<file path="config.mk">
export PLATFORM = sky130hd
export DESIGN_NAME = pipe_ctrl_flat
export DESIGN_NICKNAME = d
export VERILOG_FILES = /design/src/rtl/pipe_ctrl_if.sv /design/src/rtl/pipe_ctrl.sv /design/src/flat_wrapper.sv
export SDC_FILE = /design/constraint.sdc
export NUM_CORES = 1
export LEC_CHECK = 0
export ABC_AREA = 1
export CAP_MARGIN = 20
export CORE_ASPECT_RATIO = 0.8
export CORE_MARGIN = 4
export CORE_UTILIZATION = 45
export DETAILED_ROUTE_END_ITERATION = 16
export GPL_TIMING_DRIVEN = 1
export PLACE_DENSITY_LB_ADDON = 0.3
export SLEW_MARGIN = 15
export SYNTH_ARGS = -nofsm -noshare
export SYNTH_HDL_FRONTEND = slang
export SYNTH_SLANG_ARGS = --single-unit
</file>
<file path="constraint.sdc">
create_clock -name clk -period 2.3 [get_ports clk]
set_clock_uncertainty 0.15 [all_clocks]
set_input_delay 0.69 -clock clk [delete_from_list [all_inputs] [get_ports clk]]
set_output_delay 0.69 -clock clk [all_outputs]
set_load 0.01 [all_outputs]
</file>
<file path="src/rtl/pipe_ctrl_if.sv">
// pipe_ctrl_if: handshake bundle between the pipeline sequencer and the datapath.
interface pipe_ctrl_if #(
    parameter int STAGES = 5,
    parameter int NREGS  = 8,
    parameter int CNT_W  = 16
);
    localparam int RW = $clog2(NREGS);
    logic              if_resp, mem_stall, br_taken;
    logic              id_we, id_is_load, id_src_a_en, id_src_b_en;
    logic [RW-1:0]     id_dest, id_src_a, id_src_b;
    logic              load_pc, pc_sel, hazard_stall, retire_we;
    logic [RW-1:0]     retire_dest;
    logic [STAGES-2:0] pipe_load, pipe_valid;
    logic [CNT_W-1:0]  stall_count, flush_count;
    modport master (
        output if_resp, mem_stall, br_taken, id_we, id_is_load, id_src_a_en, id_src_b_en,
        output id_dest, id_src_a, id_src_b,
        input  load_pc, pc_sel, hazard_stall, retire_we, retire_dest,
        input  pipe_load, pipe_valid, stall_count, flush_count
    );
    modport slave (
        input  if_resp, mem_stall, br_taken, id_we, id_is_load, id_src_a_en, id_src_b_en,
        input  id_dest, id_src_a, id_src_b,
        output load_pc, pc_sel, hazard_stall, retire_we, retire_dest,
        output pipe_load, pipe_valid, stall_count, flush_count
    );
endinterface

</file>
<file path="src/rtl/pipe_ctrl.sv">
// pipe_ctrl: pipe-register valid/load sequencing, branch flush, register interlock and perf counters.
module pipe_ctrl #(
    parameter int STAGES    = 5,
    parameter int MEM_STAGE = 3,
    parameter int BR_STAGE  = 3,
    parameter int FORWARD   = 0,
    parameter int RF_BYPASS = 0,
    parameter int NREGS     = 8,
    parameter int CNT_W     = 16
) (
    input logic        clk,
    input logic        reset,
    pipe_ctrl_if.slave pif
);
    localparam int RW   = $clog2(NREGS);
    localparam int L    = STAGES - 1;
    localparam int LAST = RF_BYPASS != 0 ? STAGES - 2 : STAGES - 1;
    logic [L:1]         valid_q, valid_d, hold_w, bub_w;
    logic [L:2]         we_q, we_d, we_sh;
    logic [L:2][RW-1:0] dest_q, dest_d, dest_sh;
    logic               load2_q, load2_d, squash_q, squash_d;
    logic [CNT_W-1:0]   stall_q, stall_d, flush_q, flush_d;
    logic               br_acc, hit, haz, fe, take;
    always_comb begin
        br_acc = pif.br_taken && valid_q[BR_STAGE] && !(pif.mem_stall && MEM_STAGE >= BR_STAGE);
        hit = 1'b0;
        for (int r = 2; r <= L; r++)
            if (r <= LAST && (FORWARD == 0 || r == 2))
                hit = hit || (valid_q[r] && we_q[r] && (FORWARD == 0 || load2_q) &&
                    ((pif.id_src_a_en && pif.id_src_a == dest_q[r]) ||
                     (pif.id_src_b_en && pif.id_src_b == dest_q[r])));
        haz = valid_q[1] && !br_acc && !pif.mem_stall && hit;
        fe = !pif.mem_stall && !br_acc && !haz;
        take = fe && pif.if_resp && !squash_q;
        // a taken branch squashes every younger register, overriding any memory hold
        for (int r = 1; r <= L; r++) begin
            hold_w[r] = !br_acc && ((pif.mem_stall && r <= MEM_STAGE) || (haz && r == 1));
            bub_w[r] = (br_acc && r <= BR_STAGE) || (pif.mem_stall && r == MEM_STAGE + 1) || (haz && r == 2);
        end
        valid_d = reset ? '0 : (valid_q & hold_w) | ({valid_q[L-1:1], take} & ~hold_w & ~bub_w);
        we_sh = {we_q[L-1:2], pif.id_we};
        we_d = (we_q & hold_w[L:2]) | (we_sh & ~hold_w[L:2]);
        dest_sh = {dest_q[L-1:2], pif.id_dest};
        dest_d = dest_q;
        for (int r = 2; r <= L; r++)
            dest_d[r] = hold_w[r] ? dest_q[r] : dest_sh[r];
        load2_d = hold_w[2] ? load2_q : pif.id_is_load;
        squash_d = br_acc ? !pif.if_resp : squash_q && !(fe && pif.if_resp);
        stall_d = ((pif.mem_stall || haz) && !(&stall_q)) ? stall_q + CNT_W'(1) : stall_q;
        flush_d = (br_acc && !(&flush_q)) ? flush_q + CNT_W'(1) : flush_q;
    end
    always_ff @(posedge clk) begin
        if (reset) begin
            valid_q  <= '0;
            we_q     <= '0;
            dest_q   <= '0;
            load2_q  <= 1'b0;
            squash_q <= 1'b0;
            stall_q  <= '0;
            flush_q  <= '0;
        end else begin
            valid_q  <= valid_d;
            we_q     <= we_d;
            dest_q   <= dest_d;
            load2_q  <= load2_d;
            squash_q <= squash_d;
            stall_q  <= stall_d;
            flush_q  <= flush_d;
        end
    end
    assign pif.load_pc      = !reset && (br_acc || take);
    assign pif.pc_sel       = br_acc;
    assign pif.pipe_load    = reset ? '1 : ~hold_w;
    assign pif.pipe_valid   = valid_q;
    assign pif.hazard_stall = haz;
    assign pif.retire_we    = valid_q[L] & we_q[L];
    assign pif.retire_dest  = dest_q[L];
    assign pif.stall_count  = stall_q;
    assign pif.flush_count  = flush_q;
endmodule

</file>
<file path="src/flat_wrapper.sv">
// flat-port wrapper written by rule: the top's interface ports become plain ports
module pipe_ctrl_flat 
#(
    parameter int STAGES    = 5,
    parameter int MEM_STAGE = 3,
    parameter int BR_STAGE  = 3,
    parameter int FORWARD   = 0,
    parameter int RF_BYPASS = 0,
    parameter int NREGS     = 8,
    parameter int CNT_W     = 16
)
  (clk, reset, pif_if_resp, pif_mem_stall, pif_br_taken, pif_id_we, pif_id_is_load, pif_id_src_a_en, pif_id_src_b_en, pif_id_dest, pif_id_src_a, pif_id_src_b, pif_load_pc, pif_pc_sel, pif_hazard_stall, pif_retire_we, pif_retire_dest, pif_pipe_load, pif_pipe_valid, pif_stall_count, pif_flush_count);
  pipe_ctrl_if #(.STAGES(STAGES), .NREGS(NREGS), .CNT_W(CNT_W)) pif_i ();
  input logic clk;
  input logic reset;
  input wire logic [$bits(pif_i.if_resp)-1:0] pif_if_resp;
  input wire logic [$bits(pif_i.mem_stall)-1:0] pif_mem_stall;
  input wire logic [$bits(pif_i.br_taken)-1:0] pif_br_taken;
  input wire logic [$bits(pif_i.id_we)-1:0] pif_id_we;
  input wire logic [$bits(pif_i.id_is_load)-1:0] pif_id_is_load;
  input wire logic [$bits(pif_i.id_src_a_en)-1:0] pif_id_src_a_en;
  input wire logic [$bits(pif_i.id_src_b_en)-1:0] pif_id_src_b_en;
  input wire logic [$bits(pif_i.id_dest)-1:0] pif_id_dest;
  input wire logic [$bits(pif_i.id_src_a)-1:0] pif_id_src_a;
  input wire logic [$bits(pif_i.id_src_b)-1:0] pif_id_src_b;
  output wire logic [$bits(pif_i.load_pc)-1:0] pif_load_pc;
  output wire logic [$bits(pif_i.pc_sel)-1:0] pif_pc_sel;
  output wire logic [$bits(pif_i.hazard_stall)-1:0] pif_hazard_stall;
  output wire logic [$bits(pif_i.retire_we)-1:0] pif_retire_we;
  output wire logic [$bits(pif_i.retire_dest)-1:0] pif_retire_dest;
  output wire logic [$bits(pif_i.pipe_load)-1:0] pif_pipe_load;
  output wire logic [$bits(pif_i.pipe_valid)-1:0] pif_pipe_valid;
  output wire logic [$bits(pif_i.stall_count)-1:0] pif_stall_count;
  output wire logic [$bits(pif_i.flush_count)-1:0] pif_flush_count;
  assign pif_i.if_resp = pif_if_resp;
  assign pif_i.mem_stall = pif_mem_stall;
  assign pif_i.br_taken = pif_br_taken;
  assign pif_i.id_we = pif_id_we;
  assign pif_i.id_is_load = pif_id_is_load;
  assign pif_i.id_src_a_en = pif_id_src_a_en;
  assign pif_i.id_src_b_en = pif_id_src_b_en;
  assign pif_i.id_dest = pif_id_dest;
  assign pif_i.id_src_a = pif_id_src_a;
  assign pif_i.id_src_b = pif_id_src_b;
  assign pif_load_pc = pif_i.load_pc;
  assign pif_pc_sel = pif_i.pc_sel;
  assign pif_hazard_stall = pif_i.hazard_stall;
  assign pif_retire_we = pif_i.retire_we;
  assign pif_retire_dest = pif_i.retire_dest;
  assign pif_pipe_load = pif_i.pipe_load;
  assign pif_pipe_valid = pif_i.pipe_valid;
  assign pif_stall_count = pif_i.stall_count;
  assign pif_flush_count = pif_i.flush_count;
  pipe_ctrl #(.STAGES(STAGES), .MEM_STAGE(MEM_STAGE), .BR_STAGE(BR_STAGE), .FORWARD(FORWARD), .RF_BYPASS(RF_BYPASS), .NREGS(NREGS), .CNT_W(CNT_W)) u_core (.clk(clk), .reset(reset), .pif(pif_i));
endmodule
</file>
### Yosys cells after proc, flatten, opt, wreduce, memory -nomap -nowiden

Cells that the tools add are included.

| storage, ports and cells | value |
|---|---|
| register bits after elaboration | 49 |
| input bits | 18 |
| output and inout bits | 47 |
| word-level logic and storage cells | 75 |

| operators by class | value |
|---|---|
| $add $sub $neg | 2 |
| equality and inequality tests | 6 |
| multiplexer cells | 2 |
| bitwise logic cells | 11 |
| reductions and logical operators | 46 |

Operators with widths:

| cell | count |
|---|---|
| 16-bit by 1-bit adder with 16-bit output, second input constant | 2 |
| 16-bit AND reduction | 2 |
| 1-bit logical AND | 27 |
| 3-bit equality test | 6 |
| 1-bit zero test | 9 |
| 4-bit bitwise AND | 2 |
| 1-bit logical OR | 8 |
| 4-bit by 3-bit bitwise AND with 4-bit output | 1 |
| 4-bit two-way mux | 1 |
| 3-bit inverter with 4-bit output | 1 |
| 4-bit inverter | 1 |
| 4-bit OR | 1 |
| 3-bit by 2-bit bitwise AND with 3-bit output | 1 |
| 3-bit bitwise AND | 1 |
| 2-bit inverter with 3-bit output | 1 |
| 3-bit OR | 1 |
| 1-bit bitwise AND | 1 |
| 1-bit two-way mux | 1 |

### Logic depth before layout (Yosys ltp)

| logic depth | value |
|---|---|
| depth after elaboration | 14 |
| gate-level depth with buffers | 14 |
| depth with buffers taken out | 13 |

### Worst setup path after synthesis

Ideal clock, no wire load.

| timing path | value |
|---|---|
| path kind | in2out |
| from | input port pif_id_src_b[0] |
| to | output port pif_pipe_load[0] |
| arrival | 1662 ps |
| required time | 1460 ps |
| slack | -202 ps |
| stages | 12 |
| cells stage by stage | inv_1 o21ai_0 nor2_1 nand2_1 nand2_1 nand2_1 nand3_1 nand2_2 nand2_2 buf_4 buf_6 nand2_1 |

| between the ends | value |
|---|---|
| cells in the longest elaborated chain, start to end | 11 |
| elaborated cells on any way between the ends | 19 |

RTL lines:

| what | RTL line | RTL |
|---|---|---|
| start, declared | flat_wrapper.sv:25 | `input wire logic [$bits(pif_i.id_src_b)-1:0] pif_id_src_b;` |
| 3-bit equality test | pipe_ctrl.sv:31 | `(pif.id_src_b_en && pif.id_src_b == dest_q[r])));` |
| 1-bit logical AND | pipe_ctrl.sv:31 |  |
| 1-bit logical OR | pipe_ctrl.sv:30 | `((pif.id_src_a_en && pif.id_src_a == dest_q[r]) \|\|` |
| 1-bit logical AND | pipe_ctrl.sv:29 | `hit = hit \|\| (valid_q[r] && we_q[r] && (FORWARD == 0 \|\| load2_q) &&` |
| 1-bit logical OR | pipe_ctrl.sv:29 |  |
| 1-bit logical OR (*) | pipe_ctrl.sv:29 |  |
| 1-bit logical AND (*) | pipe_ctrl.sv:32 | `haz = valid_q[1] && !br_acc && !pif.mem_stall && hit;` |
| 1-bit logical OR (*) | pipe_ctrl.sv:37 | `hold_w[r] = !br_acc && ((pif.mem_stall && r <= MEM_STAGE) \|\| (haz && r == 1));` |
| 1-bit logical AND (*) | pipe_ctrl.sv:37 |  |
| 3-bit inverter with 4-bit output (*) | pipe_ctrl.sv:73 | `assign pif.pipe_load = reset ? '1 : ~hold_w;` |
| 4-bit two-way mux (*) | pipe_ctrl.sv:73 |  |
| end, declared | flat_wrapper.sv:31 | `output wire logic [$bits(pif_i.pipe_load)-1:0] pif_pipe_load;` |

Mark *: on every way between the ends. The rest lies on a longest branch, timed or not.

### Final worst setup path

| timing path | value |
|---|---|
| from | input port pif_id_src_b[1] |
| to | output port pif_load_pc |

| between the ends | value |
|---|---|
| cells in the longest elaborated chain, start to end | 13 |
| elaborated cells on any way between the ends | 21 |

RTL lines:

| what | RTL line | RTL |
|---|---|---|
| 3-bit equality test | pipe_ctrl.sv:31 |  |
| 1-bit logical AND | pipe_ctrl.sv:31 |  |
| 1-bit logical OR | pipe_ctrl.sv:30 |  |
| 1-bit logical AND | pipe_ctrl.sv:29 |  |
| 1-bit logical OR | pipe_ctrl.sv:29 |  |
| 1-bit logical OR (*) | pipe_ctrl.sv:29 |  |
| 1-bit logical AND (*) | pipe_ctrl.sv:32 |  |
| 1-bit zero test (*) | pipe_ctrl.sv:33 | `fe = !pif.mem_stall && !br_acc && !haz;` |
| 1-bit logical AND (*) | pipe_ctrl.sv:33 |  |
| 1-bit logical AND (*) (2 in series) | pipe_ctrl.sv:34 | `take = fe && pif.if_resp && !squash_q;` |
| 1-bit logical OR (*) | pipe_ctrl.sv:71 | `assign pif.load_pc = !reset && (br_acc \|\| take);` |
| 1-bit logical AND (*) | pipe_ctrl.sv:71 |  |
| end, declared | flat_wrapper.sv:26 | `output wire logic [$bits(pif_i.load_pc)-1:0] pif_load_pc;` |

Marked as above.

==> flow_metrics.py <==
metrics = {
    "final_layout": {
        "antennaDiodeCount": 0,
        "final_cell_mix": "nand2_1 (106), nor2_1 (46), dfxtp_1 (45)",
        "area_delta_synth_final_pct": 45.3,
        "fin_cells": 607,
        "fill_cells": 524,
        "layout_commonest_cell": "nand2_1",
        "fin_nets": 545,
        "drive_gt1_frac": 0.238,
    },
    "placed_design": {
        "placed_cells": 587,
        "dp_hpwl_mm": 5.40,
        "io_buffer_count": 62,
        "place_congestion": 0.861,
    },
    "route": {
        "drc": 0,
        "dr.pass1.iters": 4,
        "routed_wl_mm": 7.66,
        "drt_iter0_markers": 128,
        "antenna_left": 0,
        "wl_per_cell_microns": 12.6,
        "via_per_inst": 4.99,
        "num_vias": 3028,
    },
    "die": {
        "io_pins": 65,
        "die_area_sq_mm": 0.00749,
        "start_util": 0.467,
        "core_area_sq_mm": 0.00594,
        "die_h_microns": 78.2,
        "die_x_microns": 95.8,
        "row_count": 25,
    },
    "clock_network": {
        "cts_tree": "yes",
        "clock_sinks": 49,
        "hold_buffers": 0,
        "path_clk_slew_ns": 0.09,
        "h-tree-depth": 2,
        "clock_path_buffers": 2,
        "cts_root_buffer": "clkbuf_8",
        "numCtsBuffers": 5,
        "clk_latency_ns": 0.31,
    },
    "hold_path": {
        "whs_path_depth": 2,
        "hold_path.class": "reg2reg",
        "min_to": "u_core.we_q[4]",
    },
    "sta": {
        "setup_viol": 3,
        "tns_ns": -0.912,
        "hold_viol_final": 0,
        "fmax_mhz": 377,
        "fin_crit_ns": 2.65,
        "worst_slew_pin_slew_ns": 0.607,
        "timing.final.crit_share": 1.15,
        "relSlewSlack": 0.591,
        "finalWorstSetupSlack_ns": -0.354,
        "rsz0062_at_grt": "yes",
        "drv_slew": 0,
    },
    "critical_path": {
        "crit_arrival_ns": 1.81,
        "reg2reg_from": "u_core.pif.retire_dest[1]",
        "timing.rr.end": "u_core.pif.pipe_valid[0]",
        "critPathKind": "in2out",
        "worst-path-max-fanout": 4,
        "r2r_setup_slack_ns": 0.13,
        "worst_setup_path_start_kind": "primary input",
        "worstPathRequired_ns": 1.46,
        "cp-end-kind": "primary output",
        "worst-r2r-cell-count": 17,
    },
    "synthesis": {
        "synth_compound_area_frac": 0.119,
        "synthesis.area_sq_mm": 0.00277,
        "synth_top_family_by_area": "simple AND/OR/NAND/NOR gates",
        "yosys_warnings": 0,
        "ys_ff_latch": 49,
        "synth.area.mux_share": 0,
        "syn_inst": 424,
        "synth-simple-area-share": 0.372,
        "syn_area_per_cell_sq_um": 6.54,
        "synth-adder-area-share": 0.00902,
        "synth_xor_area_frac": 0.0442,
        "yosysSeqAreaShare": 0.354,
        "synth_nets": 444,
        "synthDistinctLibCells": 33,
    },
    "grt": {
        "grt_pass1_wl_mm": 12.8,
        "grt_pass1_vias": 2905,
        "gr-total-overflow": 0,
        "grt_antenna_before_repair": 0,
        "grtUsageTotal": 0.213,
        "grt_max_degree": 25,
    },
    "run": {
        "cap_violations": 0,
    },
    "power_and_ir_drop": {
        "power_density_mw_per_mm2": 404,
        "peakVddDrop_v": 0.000233,
        "power_leakage_nw": 1.73,
    },
    "outcome": {
        "status": "complete, but fails checks",
        "violations": "setup timing",
    },
}
-- power by group --
group	internal [mW]	switching (mW)	leakage [nW]
clock network	0.212	0.291	0.0450
logic	0.120	0.127	1.29
registers	0.865	0.0153	0.399
total	1.20	0.433	1.73
-- per-layer routing --
metal,global-route usage,wire (microns),part of all wire
met1,0.272,3560,0.46
met2,0.346,3630,0.47
met3,0.0412,301,0.039
met4,0.0909,162,0.021
met5,0,0,0
-- critical path: stages --
cell and delay, ns:
buf_8 0.11, inv_6 0.06, nand2_2 0.04, nand2_1 0.06, nor2_1 0.05, nand2_1 0.06
nand2_1 0.05, nand2_1 0.06, nand3_2 0.11, nand2_4 0.09, nand4_1 0.14, a21oi_2 0.17
buf_2 0.14
-- per-stage QoR --
step	hold slack (ns)	setup slack [ns]	instance area, sq um	util	power [mW]
floorplan	0.263	-0.103	2830	-	1.01
global placement	0.276	-1.22	3730	0.627	1.11
detailed placement	0.277	-1.25	3730	0.627	1.11
CTS	0.291	-0.411	3940	0.663	1.63
global route	0.335	-0.462	4030	0.678	1.71
finish	0.302	-0.354	4030	0.678	1.63
-- cell families (layout without fill, tap and decap cells) --
group | count (synthesis) | in the layout
simple gates | 236 | 236
buf+inv | 64 | 166
compound gates | 58 | 58
flops | 49 | 49
xor+xnor | 14 | 14
fa+ha+maj | 2 | 2
other cells | 1 | 1
-- sequential cells by signal (all words and copies together) (netlist names), named ones only --
register,cells
u_core.pif.stall_count,16
u_core.dest_q,3
u_core.pif.retire_dest,3
u_core.dest_d,3
u_core.we_q,1
u_core.pif.flush_count,16
u_core.squash_q,1
u_core.pif.pipe_valid,4
-- synthesized netlist by cell type --
| cell | count | area [sq um] |
|---|---|---|
| nor3_1 | 8 | 40.0 |
| buf_6 | 2 | 22.5 |
| conb_1 | 1 | 3.75 |
| xor2_1 | 9 | 78.8 |
| o21a_1 | 1 | 7.51 |
| a21oi_2 | 9 | 78.8 |
| nor4_1 | 4 | 25.0 |
| buf_4 | 6 | 45.0 |
| nor2_1 | 52 | 195 |
| o21ai_0 | 20 | 100 |
| dfxtp_1 | 49 | 981 |
| nor2_2 | 1 | 6.26 |
| nand2_4 | 1 | 11.3 |
| nor3b_4 | 1 | 18.8 |
| a21oi_1 | 26 | 130 |
| nand3_1 | 35 | 175 |
| clkinv_1 | 1 | 3.75 |
| nor3b_1 | 1 | 7.51 |
| a31oi_1 | 1 | 6.26 |
| or2_2 | 1 | 6.26 |
| nor2_4 | 1 | 11.3 |
| xnor2_1 | 5 | 43.8 |
| nand3_2 | 1 | 10.0 |
| ha_1 | 2 | 25.0 |
| nand2_1 | 121 | 454 |
| inv_1 | 41 | 154 |
| nand4_1 | 4 | 25.0 |
| clkbuf_1 | 6 | 22.5 |
| inv_2 | 6 | 22.5 |
| o22ai_1 | 1 | 6.26 |
| nand2_2 | 4 | 25.0 |
| buf_2 | 2 | 10.0 |
| nand4_4 | 1 | 21.3 |
-- final cells by class --
class                   instances  area [sq um]  share of cell area
well taps                      81           101              0.0251
clock buffers                   6          72.6              0.0180
clock inverters                 2          10.0             0.00248
repair buffers                110          1040               0.259
inverters                      48           211              0.0525
multi-input cells             311          1610               0.399
flip-flops and latches         49           986               0.245
-- worst max path at each step --
stage / startpoint / endpoint / cells after the start
floorplan: pif_id_src_a[1] / pif_pipe_load[0] / 13
global placement: pif_id_src_a[1] / pif_load_pc / 12
detailed placement: pif_id_src_a[1] / pif_load_pc / 12
CTS: pif_id_src_a[2] / pif_load_pc / 14
global route: pif_id_src_a[0] / pif_load_pc / 13
finish: pif_id_src_b[1] / pif_load_pc / 13
-- timing repair --
item	CTS	global route
gates cloned	0	0
buffers inserted	16	2
setup endpoints to repair	23	31
resized for setup	68	54
pin swaps	11	23
Note: power is estimated with default switching activity, not from simulation.
